$ cat config.mk
export PLATFORM = sky130hd
export DESIGN_NAME = dds_voice_bank_flat
export DESIGN_NICKNAME = d
export VERILOG_FILES = /design/src/rtl/dds_voice_bank_if.sv /design/src/rtl/dds_voice_bank.sv /design/src/flat_wrapper.sv
export SDC_FILE = /design/constraint.sdc
export NUM_CORES = 1
export LEC_CHECK = 0
export CAP_MARGIN = 20
export CORE_MARGIN = 2
export CORE_UTILIZATION = 65
export DETAILED_ROUTE_END_ITERATION = 10
export GPL_TIMING_DRIVEN = 1
export PLACE_DENSITY_LB_ADDON = 0.2
export SETUP_SLACK_MARGIN = 0.5
export SLEW_MARGIN = 10
export SYNTH_ARGS = -nofsm -noshare
export SYNTH_HDL_FRONTEND = slang
export SYNTH_SLANG_ARGS = --single-unit
$ cat constraint.sdc
create_clock -name clk -period 5.2 [get_ports clk]
set_input_delay 0.78 -clock clk [delete_from_list [all_inputs] [get_ports clk]]
set_output_delay 0.78 -clock clk [all_outputs]
set_load 0.05 [all_outputs]
$ cat src/rtl/dds_voice_bank_if.sv
// Config write channel for dds_voice_bank: valid/ready handshake carrying one voice update.
interface dds_voice_bank_if #(
  parameter int unsigned NVOICE = 4,
  parameter int unsigned TW     = 16
);
  localparam int unsigned VW = $clog2(NVOICE);

  logic          cfg_valid;
  logic          cfg_ready;
  logic [VW-1:0] cfg_voice;
  logic [TW-1:0] cfg_tune;
  logic [2:0]    cfg_wave;
  logic          cfg_phase_rst;

  modport master (
    output cfg_valid, cfg_voice, cfg_tune, cfg_wave, cfg_phase_rst,
    input  cfg_ready
  );

  modport slave (
    input  cfg_valid, cfg_voice, cfg_tune, cfg_wave, cfg_phase_rst,
    output cfg_ready
  );
endinterface

$ cat src/rtl/dds_voice_bank.sv
// Multi-voice DDS: NVOICE phase accumulators, round-robin sample bus, two-state config FSM.
// Optional frame mixer enabled by defining DDS_MIX_EN.
module dds_voice_bank #(
  parameter int unsigned NVOICE = 4,
  parameter int unsigned TW     = 16,
  parameter int unsigned OW     = 12,
  localparam int unsigned VW    = $clog2(NVOICE)
) (
  input  logic                  clk,
  input  logic                  rst_n,
  dds_voice_bank_if.slave       cfg,
  output logic [OW-1:0]         sample_out,
  output logic [VW-1:0]         sample_voice,
  output logic                  sample_valid,
  output logic [OW-1:0]         mix_out,
  output logic                  mix_valid
);

  typedef enum logic [0:0] {StIdle, StApply} state_e;

  state_e        state_q, state_d;
  logic          run_q;
  logic [VW-1:0] idx_q;

  logic [TW-1:0] phase_q [NVOICE];
  logic [TW-1:0] phase_d [NVOICE];
  logic [TW-1:0] tune_q  [NVOICE];
  logic [TW-1:0] tune_d  [NVOICE];
  logic [2:0]    wave_q  [NVOICE];
  logic [2:0]    wave_d  [NVOICE];

  logic [VW-1:0] lat_voice_q;
  logic [TW-1:0] lat_tune_q;
  logic [2:0]    lat_wave_q;
  logic          lat_prst_q;

  logic          accept;
  logic [OW-1:0] cur_wave;

  function automatic logic [OW-1:0] wave_fn(input logic [OW-1:0] p, input logic [2:0] sel);
    logic [OW-1:0] ramp;
    ramp = {p[OW-2:0], 1'b0};
    case (sel)
      3'd0:    return p;
      3'd1:    return ~p;
      3'd2:    return p[OW-1] ? '1 : '0;
      3'd3:    return p[OW-1] ? ~ramp : ramp;
      3'd4:    return (p[OW-1:OW-2] == 2'b00) ? '1 : '0;
      default: return '0;
    endcase
  endfunction

  // Config FSM; ready is held off until the first clock after reset release.
  always_comb begin
    state_d       = state_q;
    cfg.cfg_ready = 1'b0;
    accept        = 1'b0;
    unique case (state_q)
      StIdle: begin
        cfg.cfg_ready = run_q;
        if (cfg.cfg_valid && run_q) begin
          accept  = 1'b1;
          state_d = StApply;
        end
      end
      StApply: state_d = StIdle;
      default: state_d = StIdle;
    endcase
  end

  // With power-of-two NVOICE every encodable voice index is in range, so no discard path is
  // needed; the apply simply addresses the latched voice.
  always_comb begin
    for (int v = 0; v < NVOICE; v++) begin
      phase_d[v] = phase_q[v] + tune_q[v];
      tune_d[v]  = tune_q[v];
      wave_d[v]  = wave_q[v];
    end
    if (state_q == StApply) begin
      tune_d[lat_voice_q] = lat_tune_q;
      wave_d[lat_voice_q] = lat_wave_q;
      if (lat_prst_q) phase_d[lat_voice_q] = '0;
    end
  end

  assign cur_wave = wave_fn(phase_q[idx_q][TW-1 -: OW], wave_q[idx_q]);

  always_ff @(posedge clk or negedge rst_n) begin
    if (!rst_n) begin
      state_q <= StIdle;
    end else begin
      state_q <= state_d;
    end
  end

  always_ff @(posedge clk or negedge rst_n) begin
    if (!rst_n) begin
      for (int v = 0; v < NVOICE; v++) begin
        phase_q[v] <= '0;
        tune_q[v]  <= '0;
        wave_q[v]  <= '0;
      end
    end else begin
      for (int v = 0; v < NVOICE; v++) begin
        phase_q[v] <= phase_d[v];
        tune_q[v]  <= tune_d[v];
        wave_q[v]  <= wave_d[v];
      end
    end
  end

  always_ff @(posedge clk or negedge rst_n) begin
    if (!rst_n) begin
      lat_voice_q <= '0;
      lat_tune_q  <= '0;
      lat_wave_q  <= '0;
      lat_prst_q  <= 1'b0;
    end else if (accept) begin
      lat_voice_q <= cfg.cfg_voice;
      lat_tune_q  <= cfg.cfg_tune;
      lat_wave_q  <= cfg.cfg_wave;
      lat_prst_q  <= cfg.cfg_phase_rst;
    end
  end

  // Sequencer samples pre-update voice state, so a voice written this cycle shows old values.
  always_ff @(posedge clk or negedge rst_n) begin
    if (!rst_n) begin
      run_q        <= 1'b0;
      idx_q        <= '0;
      sample_out   <= '0;
      sample_voice <= '0;
    end else begin
      run_q        <= 1'b1;
      idx_q        <= idx_q + VW'(1);
      sample_out   <= cur_wave;
      sample_voice <= idx_q;
    end
  end

  assign sample_valid = run_q;

`ifdef DDS_MIX_EN
  logic [OW+VW-1:0] acc_q;
  logic [OW+VW-1:0] acc_sum;
  logic             last_voice;

  assign acc_sum    = acc_q + (OW+VW)'(cur_wave);
  assign last_voice = (idx_q == VW'(NVOICE - 1));

  always_ff @(posedge clk or negedge rst_n) begin
    if (!rst_n) begin
      acc_q     <= '0;
      mix_out   <= '0;
      mix_valid <= 1'b0;
    end else begin
      acc_q     <= (idx_q == '0) ? (OW+VW)'(cur_wave) : acc_sum;
      mix_valid <= last_voice;
      if (last_voice) mix_out <= OW'(acc_sum >> VW);
    end
  end
`else
  assign mix_out   = '0;
  assign mix_valid = 1'b0;
`endif

endmodule

$ cat src/flat_wrapper.sv
// flat-port wrapper written by rule: the top's interface ports become plain ports
module dds_voice_bank_flat 
#(
  parameter int unsigned NVOICE = 4,
  parameter int unsigned TW     = 16,
  parameter int unsigned OW     = 12,
  localparam int unsigned VW    = $clog2(NVOICE)
)
  (clk, rst_n, sample_out, sample_voice, sample_valid, mix_out, mix_valid, cfg_cfg_valid, cfg_cfg_voice, cfg_cfg_tune, cfg_cfg_wave, cfg_cfg_phase_rst, cfg_cfg_ready);
  dds_voice_bank_if #(.NVOICE(NVOICE), .TW(TW)) cfg_i ();
  input  logic clk;
  input  logic rst_n;
  output logic [OW-1:0] sample_out;
  output logic [VW-1:0] sample_voice;
  output logic sample_valid;
  output logic [OW-1:0] mix_out;
  output logic mix_valid;
  input wire logic [$bits(cfg_i.cfg_valid)-1:0] cfg_cfg_valid;
  input wire logic [$bits(cfg_i.cfg_voice)-1:0] cfg_cfg_voice;
  input wire logic [$bits(cfg_i.cfg_tune)-1:0] cfg_cfg_tune;
  input wire logic [$bits(cfg_i.cfg_wave)-1:0] cfg_cfg_wave;
  input wire logic [$bits(cfg_i.cfg_phase_rst)-1:0] cfg_cfg_phase_rst;
  output wire logic [$bits(cfg_i.cfg_ready)-1:0] cfg_cfg_ready;
  assign cfg_i.cfg_valid = cfg_cfg_valid;
  assign cfg_i.cfg_voice = cfg_cfg_voice;
  assign cfg_i.cfg_tune = cfg_cfg_tune;
  assign cfg_i.cfg_wave = cfg_cfg_wave;
  assign cfg_i.cfg_phase_rst = cfg_cfg_phase_rst;
  assign cfg_cfg_ready = cfg_i.cfg_ready;
  dds_voice_bank #(.NVOICE(NVOICE), .TW(TW), .OW(OW)) u_core (.clk(clk), .rst_n(rst_n), .cfg(cfg_i), .sample_out(sample_out), .sample_voice(sample_voice), .sample_valid(sample_valid), .mix_out(mix_out), .mix_valid(mix_valid));
endmodule
Word-level counts from Yosys, hierarchy flattened
Cells that the tools add are included.
- register bits after elaboration: 180
- bits of input ports: 25
- output and inout port bits: 29
- $add $sub $neg: 5
- magnitude comparators: 3
- equal/unequal tests: 4
- muxes and demuxes: 22
- bitwise gates (word level): 7
- reductions and logical operators: 4
- operator list (cell ; number):
    64-bit 2-to-1 mux ; 2
    16-bit adder ; 4
    64-bit bitwise AND ; 1
    64-bit bitwise mux ; 1
    64-bit NOT ; 1
    12-bit one-hot mux with 5 select lines ; 1
    16-bit 2-to-1 mux ; 3
    12-bit 2-to-1 mux ; 3
    16-bit binary-select mux with 2-bit select ; 1
    16-bit demux with 2-bit select ; 1
    12-bit NOT ; 2
    12-bit bitwise mux ; 1
    3-bit 2-to-1 mux ; 3
    3-bit binary-select mux with 2-bit select ; 1
    3-bit demux with 2-bit select ; 1
    3-bit by 2-bit == test with 1-bit output (second input constant) ; 2
    3-bit greater-or-equal comparator (second input constant) ; 2
    2-bit NOT with 3-bit output ; 2
    3-bit by 1-bit == test with 1-bit output (second input constant) ; 1
    3-bit == test (second input constant) ; 1
    3-bit zero test ; 1
    3-bit by 1-bit less-than comparator with 1-bit output (second input constant) ; 1
    1-bit 2-to-1 mux ; 3
    2-bit by 1-bit adder with 2-bit output (second input constant) ; 1
    4 further kinds ; 5

Longest topological paths before layout
- depth after elaboration: 9
- depth in mapped cells: 8

Worst setup path after synthesis
Ideal clock, no wire load.
- path kind: reg-to-reg
- from: register u_core.run_q, in the netlist u_core.sample_valid
- to: register u_core.lat_tune_q[0]
- setup time: 65 ps
- arrival time: 2208 ps
- required time: 5135 ps
- setup slack: 2927 ps
- cell stages (with the launch flop): 7
- path buffers: 1
- clock period less this slack: 2273 ps
- cell sequence: dfrtp_1 > nor2b_1 > nand2_1 > inv_1 > buf_1 > nand2_1 > nand2_1
- cells in the longest elaborated chain, start to end: 3
- RTL lines (item ; RTL line ; RTL):
    from (decl) ; dds_voice_bank.sv:22 ; logic run_q;
    from (signal assigned) ; dds_voice_bank.sv:129 ; run_q <= 1'b0;
    from (signal assigned) ; dds_voice_bank.sv:134 ; run_q <= 1'b1;
    1-bit logical AND ; dds_voice_bank.sv:61 ; if (cfg.cfg_valid && run_q) begin
    1-bit 2-to-1 mux ; dds_voice_bank.sv:61 ;
    1-bit 2-to-1 mux ; dds_voice_bank.sv:58 ; unique case (state_q)
    to (signal assigned) ; dds_voice_bank.sv:120 ; lat_tune_q <= cfg.cfg_tune;
    to (decl) ; dds_voice_bank.sv:33 ; logic [TW-1:0] lat_tune_q;
No other way between the ends.
A chain may end at the register's enable or synchronous reset.

Worst setup path after layout
- from: register u_core.idx_q[1]
- to: register u_core.sample_out[6]
- cells in the longest elaborated chain, start to end: 7
- elaborated cells on any way between the ends: 19
- those cells by class: 4 x eq/ne; 10 x mux; 3 x bitwise; 2 x reduce/logical
- RTL lines (item ; RTL line ; RTL):
    from (decl) ; dds_voice_bank.sv:23 ; logic [VW-1:0] idx_q;
    from (signal assigned) ; dds_voice_bank.sv:135 ; idx_q <= idx_q + VW'(1);
    2-bit NOT with 3-bit output (not written as such) * ; dds_voice_bank.sv:86 ; assign cur_wave = wave_fn(phase_q[idx_q][TW-1 -: OW], wave_q[idx_q]);
    16-bit binary-select mux with 2-bit select ; dds_voice_bank.sv:86 ;
    16-bit 2-to-1 mux (not written as such) (2 in a row) ; dds_voice_bank.sv:86 ;
    2-bit zero test / 12-bit NOT (equally long branches) ; dds_voice_bank.sv:48, dds_voice_bank.sv:47 ;
    12-bit 2-to-1 mux, on equally long branches ; dds_voice_bank.sv:48, dds_voice_bank.sv:47 ;
    12-bit one-hot mux with 5 select lines * ; dds_voice_bank.sv:43 ; case (sel)
    via u_core.cur_wave[6] ; dds_voice_bank.sv:38 ; logic [OW-1:0] cur_wave;
    to (signal assigned) ; dds_voice_bank.sv:136 ; sample_out <= cur_wave;
    to (decl) ; dds_voice_bank.sv:12 ; output logic [OW-1:0] sample_out,
Mark *: on every way through the listed nets, which the timed path passes. The rest lies on a longest branch. The select of a mux whose other input is x is not followed.

==> flow_summary.yaml <==
placed_design:
  hpwl_mm: 15.70
  numPlacedInstances: 1071
  portBuffers: 40
  gp_congestion: 0.8839
logic_synthesis:
  syn_area_mm2: 0.009699
  synth_edf_count: 0
  async_flop_share: 1.000
  post_synth_inst_count: 871
  synthDistinctLibCells: 61
  ys_seq_elements: 180
  ys_seq_area_frac: 0.4644
  synthFlopType: "dfrtp_1"
  yosysWarnings: 0
  avgSynthCellArea_um2: 11.14
clocking:
  cts-htree-levels: 4
  numClockSinks: 180
  cts_resized: 0
  holdBufCountCts: 0
  insertion_delay_ns: 0.44
  clk_path_buf_depth: 2
  root_buffer: "clkbuf_16"
  tritoncts: "yes"
  clkTransAtPathRegs_ns: 0.07
  cts_buffers: 17
  cts_setup_buffers: 0
pwr:
  ir_drop_mv: 0.4091
  cellLeakagePower_nw: 4.986
  p_per_area_mw_per_mm2: 747.3
worst_setup_path:
  cp_data_arrival_time_ns: 2.97
  cp-end-kind: "register"
  setup.worst_path.class: "reg -> reg"
  cp-start-kind: "register"
  cp.required_ns: 5.49
  cp_max_fo: 17
  r2r_slack_ns: 2.52
drt:
  via_per_inst: 6.158
  drc_errors: 0
  drt_wl_total_mm: 21.95
  wl_per_cell_um: 19.88
  drt_pass1_iterations: 5
  first_iter_violations: 539
  num_vias: 6798
  ant_nets: 0
sta:
  max_freq_mhz: 373.5
  fin_worst_skew_ns: 0.007113
  tns_ns: 0
  post-route-min-period_ns: 2.677
  finalCritPeriodShare: 0.5148
  setup_viol: 0
  finalHoldViolations: 0
  grt_setup_unrepaired: "no"
  max_slew.worst_pin.slew_ns: 1.039
  slew_headroom: 0.3048
  final_max_slew_viol_count: 0
die:
  dieHeight_um: 126.2
  num_rows: 44
  io_pins: 54
  die_w_um: 126.2
  die_area_mm2: 0.01592
  core_area_mm2: 0.01453
  start_util: 0.6674
layout:
  nets: 997
  final_common_cell: "dfrtp_1"
  layout_common_cells: "dfrtp_1 (180), nand2_1 (102), mux2_2 (77)"
  syn_to_final_growth_pct: 11.11
  fin_cells: 1104
  layout-drive-gt1-share: 0.1587
  n_antenna_cell: 0
  utilization: 0.7415
global_route:
  grt_overflow_total: 0
  grt_max_degree: 95
  antenna_found_initial: 0
  grt_usage: 0.2863
  grt_pass1_wl_mm: 35.33
  grt_pass1_vias: 6979
hold_path:
  hold_class: "in -> async"
run_status:
  status: "finished, final reports clean"
flow_run:
  drv_cap: 0
cells in the mapped netlist (5+ instances only):
cell type | number | share of area
a21boi_0 | 5 | 0.0039
a21o_1 | 11 | 0.0085
a21oi_1 | 47 | 0.024
a221oi_1 | 5 | 0.0045
and2_1 | 9 | 0.0058
and3_1 | 7 | 0.0045
buf_2 | 5 | 0.0026
buf_4 | 14 | 0.011
buf_6 | 5 | 0.0058
clkbuf_1 | 15 | 0.0058
dfrtp_1 | 180 | 0.46
ha_1 | 61 | 0.079
inv_1 | 20 | 0.0077
mux2_2 | 77 | 0.089
mux2i_1 | 5 | 0.0052
mux4_2 | 13 | 0.030
nand2_1 | 102 | 0.039
nand2b_1 | 6 | 0.0039
nand3_1 | 9 | 0.0046
nor2_1 | 73 | 0.028
nor2b_1 | 11 | 0.0071
nor3_1 | 7 | 0.0036
o21a_1 | 8 | 0.0062
o21ai_0 | 24 | 0.012
o21bai_1 | 5 | 0.0039
o221ai_2 | 9 | 0.014
xnor2_1 | 52 | 0.047
xor2_1 | 19 | 0.017
report_power, final:
part           total, mW  internal [mW]  switching, mW
registers           2.48           2.04          0.440
logic               4.29           1.93           2.35
clock network       1.29          0.715          0.571
total               8.05           4.69           3.36
final timing paths:
kind                                   from                     to  cells past startpoint
setup / recovery            u_core.idx_q[1]   u_core.sample_out[6]                      6
setup reg to reg            u_core.idx_q[1]   u_core.sample_out[6]                      6
max in group asynchronous             rst_n  u_core.lat_tune_q[15]                      2
hold / removal                        rst_n      u_core.tune_q[60]                      1
min in group clk           u_core.wave_q[9]       u_core.wave_q[9]                      1
hold reg to reg            u_core.wave_q[9]       u_core.wave_q[9]                      1
cells by family (layout without fill, tap and decap cells):
family                   Yosys count  count (layout)  synth area share
AO/OA/AOI/OAI                    149             149            0.1063
XOR/XNOR                          71              71           0.06411
adder cells (fa/ha/maj)           65              65           0.08695
buffers and inverters             61              98           0.03354
flip-flops                       180             180            0.4644
multiplexers                      97              97            0.1302
other                              2              14         0.0007743
AND/OR/NAND/NOR                  246             246            0.1138
sequential cells by signal, indices dropped and copies added (netlist names), 2 cells and up:
register / cells
u_core.sample_out: 12
u_core.wave_q: 12
u_core.idx_q: 2
u_core.sample_voice: 2
u_core.lat_voice_q: 2
u_core.phase_q: 64
u_core.lat_wave_q: 3
u_core.lat_tune_q: 16
u_core.tune_q: 64
stage by stage:
step                hold WS, ns  power [mW]  cell area (µm²)  setup WS, ns
floorplan                0.3519       5.732             9744         2.927
global placement         0.4881       6.427            10170         2.523
detailed placement       0.4935       6.661            10170         2.318
CTS                      0.4531       8.006            10750         2.297
global route             0.4803       8.619            10780         2.303
finish                   0.3936       8.054            10780         2.523
critical path: stages (launching register included):
cell      delay [ns]
dfrtp_1         0.82
mux4_2          0.60
inv_1           0.12
ha_1            0.24
nand3b_1        0.13
a21o_1          0.42
o221ai_2        0.19
final cells by class:
| class | instances | area (µm²) |
|---|---|---|
| multi-input cells | 642 | 4920 |
| flip-flops and latches | 180 | 4504 |
| fillers | 989 | 3757 |
| repair buffers | 46 | 466.7 |
| clock buffers | 18 | 429.2 |
| well taps | 184 | 230.2 |
| clock inverters | 14 | 151.4 |
| inverters | 20 | 75.07 |
per-layer routing:
metal | share of wire | track usage | up-vias
met5 | 0 | 0 | -
li1 | - | - | 3123
met4 | 0.038 | 0.1299 | 0
met2 | 0.50 | 0.4883 | 223
met1 | 0.42 | 0.3562 | 3394
met3 | 0.049 | 0.05438 | 58
Power figures use the tool's default switching activity.
